**src/rtl/bus_arb_2m_if.sv**
```systemverilog
// Bus bundle for the two-master arbiter: both upstream master ports, the downstream port and the timeout flag.
// The master modport is the arbiter's view; the slave modport is the environment's view.
interface bus_arb_2m_if;
    logic        m0_valid;
    logic        m0_write;
    logic [31:0] m0_addr;
    logic [31:0] m0_wdata;
    logic [3:0]  m0_wstrb;
    logic        m0_ready;
    logic        m0_rvalid;
    logic [31:0] m0_rdata;

    logic        m1_valid;
    logic        m1_write;
    logic [31:0] m1_addr;
    logic [31:0] m1_wdata;
    logic [3:0]  m1_wstrb;
    logic        m1_ready;
    logic        m1_rvalid;
    logic [31:0] m1_rdata;

    logic        s_valid;
    logic        s_write;
    logic [31:0] s_addr;
    logic [31:0] s_wdata;
    logic [3:0]  s_wstrb;
    logic        s_ready;
    logic        s_rvalid;
    logic [31:0] s_rdata;

    logic        timeout_flag;

    modport master (
        input  m0_valid, m0_write, m0_addr, m0_wdata, m0_wstrb,
        output m0_ready, m0_rvalid, m0_rdata,
        input  m1_valid, m1_write, m1_addr, m1_wdata, m1_wstrb,
        output m1_ready, m1_rvalid, m1_rdata,
        output s_valid, s_write, s_addr, s_wdata, s_wstrb,
        input  s_ready, s_rvalid, s_rdata,
        output timeout_flag
    );

    modport slave (
        output m0_valid, m0_write, m0_addr, m0_wdata, m0_wstrb,
        input  m0_ready, m0_rvalid, m0_rdata,
        output m1_valid, m1_write, m1_addr, m1_wdata, m1_wstrb,
        input  m1_ready, m1_rvalid, m1_rdata,
        input  s_valid, s_write, s_addr, s_wdata, s_wstrb,
        output s_ready, s_rvalid, s_rdata,
        input  timeout_flag
    );
endinterface

```
**src/rtl/bus_arb_2m.sv**
```systemverilog
// Round-robin arbiter sharing one downstream port between two masters (IDLE -> ISSUE -> WAIT).
// Optional WAIT-state timeout enabled by defining BUS_ARB_TIMEOUT_EN.
module bus_arb_2m #(
`ifdef BUS_ARB_TIMEOUT_EN
    parameter int          TIMEOUT_CYC = 16,
`endif
    parameter logic [31:0] ERR_RDATA   = 32'hDEAD_BEEF
) (
    input  logic          clk,
    input  logic          rst,
    bus_arb_2m_if.master  bus
);

    typedef enum logic [1:0] {
        ST_IDLE  = 2'd0,
        ST_ISSUE = 2'd1,
        ST_WAIT  = 2'd2
    } state_t;

    state_t      r_state;
    state_t      w_state_nxt;
    logic        r_prio;
    logic        r_gnt;
    logic        r_write;
    logic [31:0] r_addr;
    logic [31:0] r_wdata;
    logic [3:0]  r_wstrb;

    logic        w_req_any;
    logic        w_sel_m1;
    logic        w_in_wait;
    logic        w_wr_done;
    logic        w_rd_done;
    logic        w_timeout;
    logic        w_done;
    logic        w_resp_wr;
    logic        w_resp_rd;
    logic [31:0] w_rdata;

    // m1 wins only when alone or when it holds the round-robin priority
    assign w_req_any = bus.m0_valid | bus.m1_valid;
    assign w_sel_m1  = bus.m1_valid & (~bus.m0_valid | r_prio);

    // Slave responses count only in WAIT, only of the latched kind, and never in a reset cycle
    assign w_in_wait = (r_state == ST_WAIT) & ~rst;
    assign w_wr_done = w_in_wait & r_write & bus.s_ready;
    assign w_rd_done = w_in_wait & ~r_write & bus.s_rvalid;
    assign w_done    = w_wr_done | w_rd_done | w_timeout;

`ifdef BUS_ARB_TIMEOUT_EN
    localparam int CNT_W = (TIMEOUT_CYC > 1) ? $clog2(TIMEOUT_CYC) : 1;

    logic [CNT_W-1:0] r_wait_cnt;
    logic             r_timeout_flag;

    assign w_timeout = w_in_wait & ~w_wr_done & ~w_rd_done &
                       (r_wait_cnt == CNT_W'(TIMEOUT_CYC - 1));

    // WAIT-cycle counter and sticky timeout flag
    always_ff @(posedge clk) begin
        if (rst) begin
            r_wait_cnt     <= '0;
            r_timeout_flag <= 1'b0;
        end else begin
            if ((r_state == ST_WAIT) && !w_done) begin
                r_wait_cnt <= r_wait_cnt + CNT_W'(1);
            end else begin
                r_wait_cnt <= '0;
            end
            if (w_timeout) begin
                r_timeout_flag <= 1'b1;
            end else begin
                r_timeout_flag <= r_timeout_flag;
            end
        end
    end

    assign bus.timeout_flag = r_timeout_flag;
`else
    assign w_timeout        = 1'b0;
    assign bus.timeout_flag = 1'b0;
`endif

    // Next-state logic
    always_comb begin
        w_state_nxt = r_state;
        case (r_state)
            ST_IDLE: begin
                if (w_req_any) begin
                    w_state_nxt = ST_ISSUE;
                end else begin
                    w_state_nxt = ST_IDLE;
                end
            end
            ST_ISSUE: w_state_nxt = ST_WAIT;
            ST_WAIT: begin
                if (w_done) begin
                    w_state_nxt = ST_IDLE;
                end else begin
                    w_state_nxt = ST_WAIT;
                end
            end
            default: w_state_nxt = ST_IDLE;
        endcase
    end

    // State register
    always_ff @(posedge clk) begin
        if (rst) begin
            r_state <= ST_IDLE;
        end else begin
            r_state <= w_state_nxt;
        end
    end

    // Grant capture and priority rotation; masters hold fields stable, so capturing once suffices
    always_ff @(posedge clk) begin
        if (rst) begin
            r_prio  <= 1'b0;
            r_gnt   <= 1'b0;
            r_write <= 1'b0;
            r_addr  <= 32'h0;
            r_wdata <= 32'h0;
            r_wstrb <= 4'h0;
        end else begin
            if ((r_state == ST_IDLE) && w_req_any) begin
                r_gnt   <= w_sel_m1;
                r_write <= w_sel_m1 ? bus.m1_write : bus.m0_write;
                r_addr  <= w_sel_m1 ? bus.m1_addr  : bus.m0_addr;
                r_wdata <= w_sel_m1 ? bus.m1_wdata : bus.m0_wdata;
                r_wstrb <= w_sel_m1 ? bus.m1_wstrb : bus.m0_wstrb;
            end else begin
                r_gnt   <= r_gnt;
                r_write <= r_write;
                r_addr  <= r_addr;
                r_wdata <= r_wdata;
                r_wstrb <= r_wstrb;
            end
            if (w_done) begin
                r_prio <= ~r_gnt;
            end else begin
                r_prio <= r_prio;
            end
        end
    end

    assign bus.s_valid = (r_state == ST_ISSUE);
    assign bus.s_write = r_write;
    assign bus.s_addr  = r_addr;
    assign bus.s_wdata = r_wdata;
    assign bus.s_wstrb = r_wstrb;

    // A genuine read response wins over a simultaneous timeout
    assign w_resp_wr = w_wr_done | (w_timeout & r_write);
    assign w_resp_rd = w_rd_done | (w_timeout & ~r_write);
    assign w_rdata   = w_rd_done ? bus.s_rdata : ERR_RDATA;

    assign bus.m0_ready  = w_resp_wr & ~r_gnt;
    assign bus.m1_ready  = w_resp_wr & r_gnt;
    assign bus.m0_rvalid = w_resp_rd & ~r_gnt;
    assign bus.m1_rvalid = w_resp_rd & r_gnt;
    assign bus.m0_rdata  = (w_resp_rd & ~r_gnt) ? w_rdata : 32'h0;
    assign bus.m1_rdata  = (w_resp_rd & r_gnt)  ? w_rdata : 32'h0;

endmodule

```
**src/flat_wrapper.sv**
```systemverilog
// flat-port wrapper written by rule: the top's interface ports become plain ports
module bus_arb_2m_flat 
#(

    parameter logic [31:0] ERR_RDATA   = 32'hDEAD_BEEF
)
  (clk, rst, bus_m0_valid, bus_m0_write, bus_m0_addr, bus_m0_wdata, bus_m0_wstrb, bus_m0_ready, bus_m0_rvalid, bus_m0_rdata, bus_m1_valid, bus_m1_write, bus_m1_addr, bus_m1_wdata, bus_m1_wstrb, bus_m1_ready, bus_m1_rvalid, bus_m1_rdata, bus_s_valid, bus_s_write, bus_s_addr, bus_s_wdata, bus_s_wstrb, bus_s_ready, bus_s_rvalid, bus_s_rdata, bus_timeout_flag);
  bus_arb_2m_if bus_i ();
  input  logic clk;
  input  logic rst;
  input wire logic [$bits(bus_i.m0_valid)-1:0] bus_m0_valid;
  input wire logic [$bits(bus_i.m0_write)-1:0] bus_m0_write;
  input wire logic [$bits(bus_i.m0_addr)-1:0] bus_m0_addr;
  input wire logic [$bits(bus_i.m0_wdata)-1:0] bus_m0_wdata;
  input wire logic [$bits(bus_i.m0_wstrb)-1:0] bus_m0_wstrb;
  output wire logic [$bits(bus_i.m0_ready)-1:0] bus_m0_ready;
  output wire logic [$bits(bus_i.m0_rvalid)-1:0] bus_m0_rvalid;
  output wire logic [$bits(bus_i.m0_rdata)-1:0] bus_m0_rdata;
  input wire logic [$bits(bus_i.m1_valid)-1:0] bus_m1_valid;
  input wire logic [$bits(bus_i.m1_write)-1:0] bus_m1_write;
  input wire logic [$bits(bus_i.m1_addr)-1:0] bus_m1_addr;
  input wire logic [$bits(bus_i.m1_wdata)-1:0] bus_m1_wdata;
  input wire logic [$bits(bus_i.m1_wstrb)-1:0] bus_m1_wstrb;
  output wire logic [$bits(bus_i.m1_ready)-1:0] bus_m1_ready;
  output wire logic [$bits(bus_i.m1_rvalid)-1:0] bus_m1_rvalid;
  output wire logic [$bits(bus_i.m1_rdata)-1:0] bus_m1_rdata;
  output wire logic [$bits(bus_i.s_valid)-1:0] bus_s_valid;
  output wire logic [$bits(bus_i.s_write)-1:0] bus_s_write;
  output wire logic [$bits(bus_i.s_addr)-1:0] bus_s_addr;
  output wire logic [$bits(bus_i.s_wdata)-1:0] bus_s_wdata;
  output wire logic [$bits(bus_i.s_wstrb)-1:0] bus_s_wstrb;
  input wire logic [$bits(bus_i.s_ready)-1:0] bus_s_ready;
  input wire logic [$bits(bus_i.s_rvalid)-1:0] bus_s_rvalid;
  input wire logic [$bits(bus_i.s_rdata)-1:0] bus_s_rdata;
  output wire logic [$bits(bus_i.timeout_flag)-1:0] bus_timeout_flag;
  assign bus_i.m0_valid = bus_m0_valid;
  assign bus_i.m0_write = bus_m0_write;
  assign bus_i.m0_addr = bus_m0_addr;
  assign bus_i.m0_wdata = bus_m0_wdata;
  assign bus_i.m0_wstrb = bus_m0_wstrb;
  assign bus_m0_ready = bus_i.m0_ready;
  assign bus_m0_rvalid = bus_i.m0_rvalid;
  assign bus_m0_rdata = bus_i.m0_rdata;
  assign bus_i.m1_valid = bus_m1_valid;
  assign bus_i.m1_write = bus_m1_write;
  assign bus_i.m1_addr = bus_m1_addr;
  assign bus_i.m1_wdata = bus_m1_wdata;
  assign bus_i.m1_wstrb = bus_m1_wstrb;
  assign bus_m1_ready = bus_i.m1_ready;
  assign bus_m1_rvalid = bus_i.m1_rvalid;
  assign bus_m1_rdata = bus_i.m1_rdata;
  assign bus_s_valid = bus_i.s_valid;
  assign bus_s_write = bus_i.s_write;
  assign bus_s_addr = bus_i.s_addr;
  assign bus_s_wdata = bus_i.s_wdata;
  assign bus_s_wstrb = bus_i.s_wstrb;
  assign bus_i.s_ready = bus_s_ready;
  assign bus_i.s_rvalid = bus_s_rvalid;
  assign bus_i.s_rdata = bus_s_rdata;
  assign bus_timeout_flag = bus_i.timeout_flag;
  bus_arb_2m #(.ERR_RDATA(ERR_RDATA)) u_core (.clk(clk), .rst(rst), .bus(bus_i));
endmodule
```
**config.mk**
```make
export PLATFORM = sky130hd
export DESIGN_NAME = bus_arb_2m_flat
export DESIGN_NICKNAME = d
export VERILOG_FILES = /design/src/rtl/bus_arb_2m_if.sv /design/src/rtl/bus_arb_2m.sv /design/src/flat_wrapper.sv
export SDC_FILE = /design/constraint.sdc
export NUM_CORES = 1
export LEC_CHECK = 0
export ABC_AREA = 1
export CAP_MARGIN = 40
export CORE_AREA = 2 2 122 124
export CTS_CLUSTER_SIZE = 30
export DETAILED_ROUTE_END_ITERATION = 8
export DIE_AREA = 0 0 124 126
export DONT_BUFFER_PORTS = 1
export SYNTH_ARGS = -nofsm -noshare
export SYNTH_HDL_FRONTEND = slang
export SYNTH_SLANG_ARGS = --single-unit
```
**constraint.sdc**
```tcl
create_clock -name clk -period 1.69 [get_ports clk]
set_clock_uncertainty 0.05 [all_clocks]
set_input_delay 0.169 -clock clk [delete_from_list [all_inputs] [get_ports clk]]
set_output_delay 0.169 -clock clk [all_outputs]
set_load 0.01 [all_outputs]
```
==> results of run 1 <==
[cell families after synthesis]
kind of cell    after synthesis  synth area share, %
flops                        73                 31.8
compound gates                4                0.545
other cells                   1               0.0817
simple gates                568                 47.0
buf+inv                     224                 20.5
[state kept, by name, indices dropped and copies added, names as in the netlist]
register / flops
u_core.r_prio: 1
u_core.r_state: 2
u_core.bus.s_write: 1
u_core.bus.s_wstrb: 4
u_core.bus.s_wdata: 32
u_core.r_gnt: 1
u_core.bus.s_addr: 32
[Yosys cell counts, drive strengths merged]
master  number  share of area (%)
inv        181                 15
dfxtp       73                 32
buf         36                5.2
nor3         2               0.46
o21ai        1               0.11
o22ai        1               0.14
clkbuf       7               0.57
conb         1              0.082
nand2      283                 23
a21oi        2               0.30
nand3        3               0.44
nor2       280                 23
[what timing repair did]
| action | 4_1_cts | 5_1_grt |
|---|---|---|
| gates resized for setup | 6 | 103 |
| hold endpoints to repair | 54 | 0 |
| cloned | 0 | 4 |
| endpoints found under the setup margin | 64 | 64 |
| hold buffers | 53 | 0 |
| buffers inserted | 1 | 3 |
| pin swaps | 1 | 3 |
[final cells by class]
class	instances	share of cell area, %
Clock buffer	11	3.67
Tap cell	184	3.63
Multi-Input combinational cell	573	39.2
Clock inverter	5	0.888
Timing Repair Buffer	111	18.4
Inverter	181	10.8
Sequential cell	73	23.2
Antenna cell	4	0.158
[power groups by stage]
| stage | sequential, mW | clock, mW | combinational [mW] |
|---|---|---|---|
| finish | 2.28 | 1.87 | 1.39 |
| global route | 2.31 | 2.01 | 1.61 |
| CTS | 2.28 | 1.94 | 1.33 |
| detailed placement | 2.32 | 0 | 1.21 |
| global placement | 2.31 | 0 | 1.20 |
| floorplan | 2.24 | 0 | 1.01 |
[critical path, stage by stage, from the launching register on]
cell       delay (ns)
dfxtp_4          0.36
inv_4            0.06
nand3_4          0.07
nor2_4           0.17
nand2_4          0.11
clkbuf_16        0.20
nor2_4           0.10
buf_6            0.11
[how the worst min path moves through the flow]
stage | start | end | slack, ns | depth (start not counted)
2_1_floorplan | rst | u_core.r_state[0] | 0.19 | 1
3_3_place_gp | rst | u_core.r_state[0] | 0.19 | 1
3_5_place_dp | rst | u_core.r_state[0] | 0.19 | 1
4_1_cts | bus_m1_addr[7] | u_core.bus.s_addr[7] | 0.0006 | 4
5_1_grt | bus_m1_wstrb[1] | u_core.bus.s_wstrb[1] | 0.02 | 4
6_report | bus_m1_wdata[21] | u_core.bus.s_wdata[21] | 0.01 | 4
[routing by layer]
metal,vias up,routed length (um),part of all wire [%]
met2,193,7810,52
met3,28,1270,8.5
met1,2030,5430,36
li1,2571,-,-
met4,0,446,3.0
met5,-,0,0
[per-stage QoR]
step	TNS (ns)	setup slack, ns	cell area [um2]	hold slack, ns
3_3_place_gp	0	0.266	5040	0.194
3_5_place_dp	0	0.257	5040	0.195
4_1_cts	-0.0909	-0.0119	5890	0.000612
6_report	-0.447	-0.0388	6340	0.0135
2_1_floorplan	0	0.354	4590	0.191
5_1_grt	-3.36	-0.106	6330	0.0151
==> run metrics, run 1 <==
Sw Share between 30 and 40%; f_max slightly below 0.6 GHz; Psw between 1.5 and 2 mW; row cnt between 40 and 50; failing checks negative setup slack; footprint of the multi-input gates 2490 um2; Layout Utilization 44.3%; busiest layer in global routing met2; HPWL after DPL 10,100 um; origin of the critical flop-to-flop path u_core.r_prio; worst-path maximum fanout 8; sequential fraction of design power 41.1%; Hold WC Path Type input port to flip-flop; CP Capture Type primary output; gpl congestion 0.771; Setup WS post-layout -0.0388 ns; clk sinks 73; total power 5.54 mW; CTS clk-pin slew, worst paths ~0.05 ns; Fill cells between 1,000 and 1,500; Final period util 102%; drt wl/cell 13.1 um; share of layout cells above drive strength 1 between 10% and 20%; area grow syn2layout 38.0%; non-filler cells, final 1,142; worst flop-to-flop path endpoint u_core.bus.s_addr[23]; post-synthesis register bit count 73; Clock Path Buffers 2; WP data required 1.47 ns; ANT nets after route 0; CTS Buf Count 9; first-iteration detailed-routing DRC count 164; Port Buf Inserts 0; GRT Residual Overflow 0; global-route usage over all layers between 10% and 20%; final-report setup violation count 22; Tmin final 1.73 ns; Vias/cell about 4.2; commonest non-fill, non-tap cell in the layout nand2_1; H-tree depth 3; Placed Cells incl. Taps between 1,000 and 1,500; Worst Setup Path Type flip-flop to primary output; final WL 15,000 um; Pins Over Slew Limit 0; Clock Power Share 33.8%; CTS tree done; Worst VDD drop 0.442 mV; worst skew pair latency 0.33 ns; Layout Nets 1,125; unrepaired setup endpoints after global routing yes; GRT met3 Usage 5.21%; met1 Resource Use GR 17.4%; arrival time worst endpoint 1.51 ns; Yosys cell types 20; Core Box Area 14,300 um2; Root Buffer clkbuf_16; Syn Area/Cell 5.28 um2; Starting Density 32.1%; vias in the first global route 4,229; Logic pwr share about a quarter; Power per Cell Area 875 nW/um2; maxcap violations 0; cells on worst reg2reg path 6; status finished with violations; first-pass GRT wire length ~21,000 um; Post-Syn Area 4590 um2; pin count of the biggest net entering global routing 72; Die X-Extent 124 um; Synth Net Count 1,046; total number of vias a little under 5,000; Die Height ~130 um; FF/Latch Area 1470 um2; post-synthesis sequential area ratio approximately a third; Internal Pwr Total 3.67 mW; Die ar. 15,600 um2; DR pass1 iterations 4; # DRC 0; initial antenna violation count 4; final hold vios 0; Post-Syn Instances slightly below 900; end of the critical path bus_m0_rdata[4]; leakage power 3.46 nW; commonest cells after routing, fill and taps aside 279 x nand2_1, 219 x nor2_1, 178 x inv_1; Top Ports 315; Startpoint Class flip-flop; GR met2 Demand/Resource around a third; crit path from u_core.r_state[0]; R2R setup slack roughly 0.31 ns; Synth warnings 0
No activity file was read; power rests on OpenSTA's default activity.
==> run 2: changes to the inputs <==
==> constraint.sdc (replaced) <==
create_clock -name clk -period 2.1 [get_ports clk]
set_clock_uncertainty 0.05 [all_clocks]
set_input_delay 0.21 -clock clk [delete_from_list [all_inputs] [get_ports clk]]
set_output_delay 0.21 -clock clk [all_outputs]
set_load 0.01 [all_outputs]
==> run 2 against run 1 <==
Compared with the run above:
- the flow now finishes without violations
- critical path depth is 1 lower
- global-route usage fell by 1.2 points
- flip-flop and latch count stayed put
- register-to-register slack improved by 0.26 ns
- sequential share of layout area rose by 4.2 points
- first-iteration DRC count shrank 7.3%
- via count decreased by 5.8%
- critical endpoint is now bus_m0_rdata[27]
- clock power decreased by 4%
- clock-buffer cell count unchanged
- utilization is 7.0 points lower
- largest power group unchanged
- wire length fell by 11%
- cell count down 5.4%
==> run metrics, run 2 (synthesis results as in run 1) <==
WP data required 1.84 ns (+0.37 ns); Internal Pwr Total 3.11 mW (-15%); Clock Power Share 39.3% (+5.5 points); CP Capture Type primary output; Top Ports 315 (unchanged); gpl congestion 0.756 (-1.9%); Worst Path Buf+Inv 2 (-1); initial antenna violation count 3 (-1); CTS clk-pin slew, worst paths 0.06 ns (about the same); area grow syn2layout 16.1%; final hold vios 0 (unchanged); share of layout cells above drive strength 1 7.95% (-7.4 points); first-pass GRT wire length 19,700 um (-7.0%); Worst VDD drop 0.334 mV (-25%); maxcap violations 0 (unchanged); Final period util 91.8%; Psw 1.45 mW (-23%); CTS tree done; Starting Density 32.1% (unchanged); measured slew at the worst slew-check pin 0.536 ns; final WL 13,400 um (-11%); Worst path most repeated cell buf_4; Layout Nets 1,064 (-5.4%); leakage power 3.16 nW (-8.6%); Power per Cell Area 855 nW/um2 (-2.3%); sequential fraction of design power 40.2% (-0.9 points); status finished, final reports clean; critical path, cell by cell nand3_2, nor2_2, nand2_1, buf_4, nor2_1, buf_4; Sw Share 31.7% (-2.1 points); HPWL after DPL 10,100 um (about the same); Clock Path Buffers 2 (unchanged); f_max 0.519 GHz; total power 4.56 mW (-18%); vias in the first global route 3,951 (-6.6%); GRT met3 Usage 5.71% (+0.50 points); Worst Setup Path Type flip-flop to primary output; row cnt 44 (unchanged); first-iteration detailed-routing DRC count 152 (-7.3%); Logic pwr share 20.5% (-4.5 points); Pins Over Slew Limit 0 (unchanged); Hold WC Path Type input port to flip-flop; GRT Residual Overflow 0 (unchanged); Startpoint Class flip-flop; clk sinks 73 (unchanged); GR met2 Demand/Resource 30.5% (-1.3 points); Core Box Area 14,300 um2 (unchanged); DR pass1 iterations 4 (unchanged); Die X-Extent 124 um (unchanged); met1 Resource Use GR 15.8% (-1.6 points); Crit path max-delay family simple AND/OR/NAND/NOR gates; arrival time worst endpoint 1.67 ns (+0.16 ns); commonest cells after routing, fill and taps aside 281 x nand2_1, 279 x nor2_1, 180 x inv_1; H-tree depth 3 (unchanged); Port Buf Inserts 0 (unchanged); unrepaired setup endpoints after global routing no; total number of vias 4,540 (-5.8%); Root Buffer clkbuf_16; Die ar. 15,600 um2 (unchanged); Tmin final slightly below 2 ns; Setup WS post-layout 0.173 ns (+0.212 ns); ANT nets after route 0 (unchanged); CP max stage cell dfxtp_1; max incr delay on CP 0.44 ns (+0.08 ns); drt wl/cell 12.4 um (-5.5%); Die Height 126 um (unchanged); busiest layer in global routing met2; Vias/cell 4.20 (-0.44%); setup TNS 0 ns (+0.447 ns); Fill cells 1,638 (+11%); commonest non-fill, non-tap cell in the layout nand2_1; CTS Buf Count 9 (unchanged); pre-CTS setup slack 0.411 ns (+0.154 ns); worst skew pair latency 0.33 ns (about the same); Slew Limit Headroom between 60% and 70%; global-route usage over all layers 16.3% (-1.2 points); worst-path maximum fanout 33 (+25); pin count of the biggest net entering global routing 83 (+15%); final-report setup violation count 0 (-100%); # DRC 0 (unchanged)
[run 2: changes by cell type in the layout (fill, tap and decap cells not counted), sizes merged]
cell / change
clkinv: -2
diode: -1
bufinv: +2
dlygate4sd3: -52
clkbuf: -3
buf: -6
[run 2: path summary, 6_finish.rpt]
kind	start	end	slack, ns	depth (start not counted)
setup reg to reg	u_core.r_prio	u_core.bus.s_addr[27]	0.57	6
hold reg to reg	u_core.r_prio	u_core.r_prio	0.45	2
setup / recovery	u_core.r_state[1]	bus_m0_rdata[27]	0.17	6
hold / removal	bus_m1_addr[2]	u_core.bus.s_addr[2]	0.03	4
[run 2: per-layer routing]
layer  up-vias  part of all wire (%)
li1       2443                     -
met1      1886                    37
met2       189                    50
met3        22                   9.8
met4         0                   3.0
met5         -                     0
[run 2: repair_timing]
action,in CTS,in global routing
endpoints found under the setup margin,0,32
hold buffers,1,0
endpoints found under the hold margin,2,0
setup buffers,0,0
gates resized for setup,0,1
[run 2: tightest hold or removal path: cells and delay by family]
family	cells	cell delay [ns]
and+or+nand+nor	4	0.18
[run 2: cell type report]
cell class / count / area, um2 / area share [%]
antenna: 3 / 7.51 / 0.141
multi-input combinational: 573 / 2200 / 41.3
sequential: 73 / 1460 / 27.4
inverter: 181 / 679 / 12.7
clock inverter: 5 / 103 / 1.92
tap: 184 / 230 / 4.32
timing repair buffer: 50 / 403 / 7.56
clock buffer: 11 / 243 / 4.55
[run 2: power groups by stage]
| stage | logic [mW] | clock network (mW) | registers, mW |
|---|---|---|---|
| after floorplan | 0.816 | 0 | 1.80 |
| after global placement | 0.929 | 0 | 1.86 |
| after detailed placement | 0.942 | 0 | 1.87 |
| after CTS | 0.948 | 1.85 | 1.84 |
| after global routing | 1.11 | 1.91 | 1.85 |
| final | 0.933 | 1.79 | 1.83 |
[run 2: stage by stage]
stage                     instance area [um2]  util (%)  cells  hold slack [ns]
after global routing                     5330      37.2   1079           0.0420
after floorplan                          4590         -    870            0.232
after global placement                   4960      34.7   1060            0.236
after CTS                                5320      37.2   1077           0.0211
after detailed placement                 4960      34.7   1060            0.235
final                                    5330      37.2   1080           0.0320
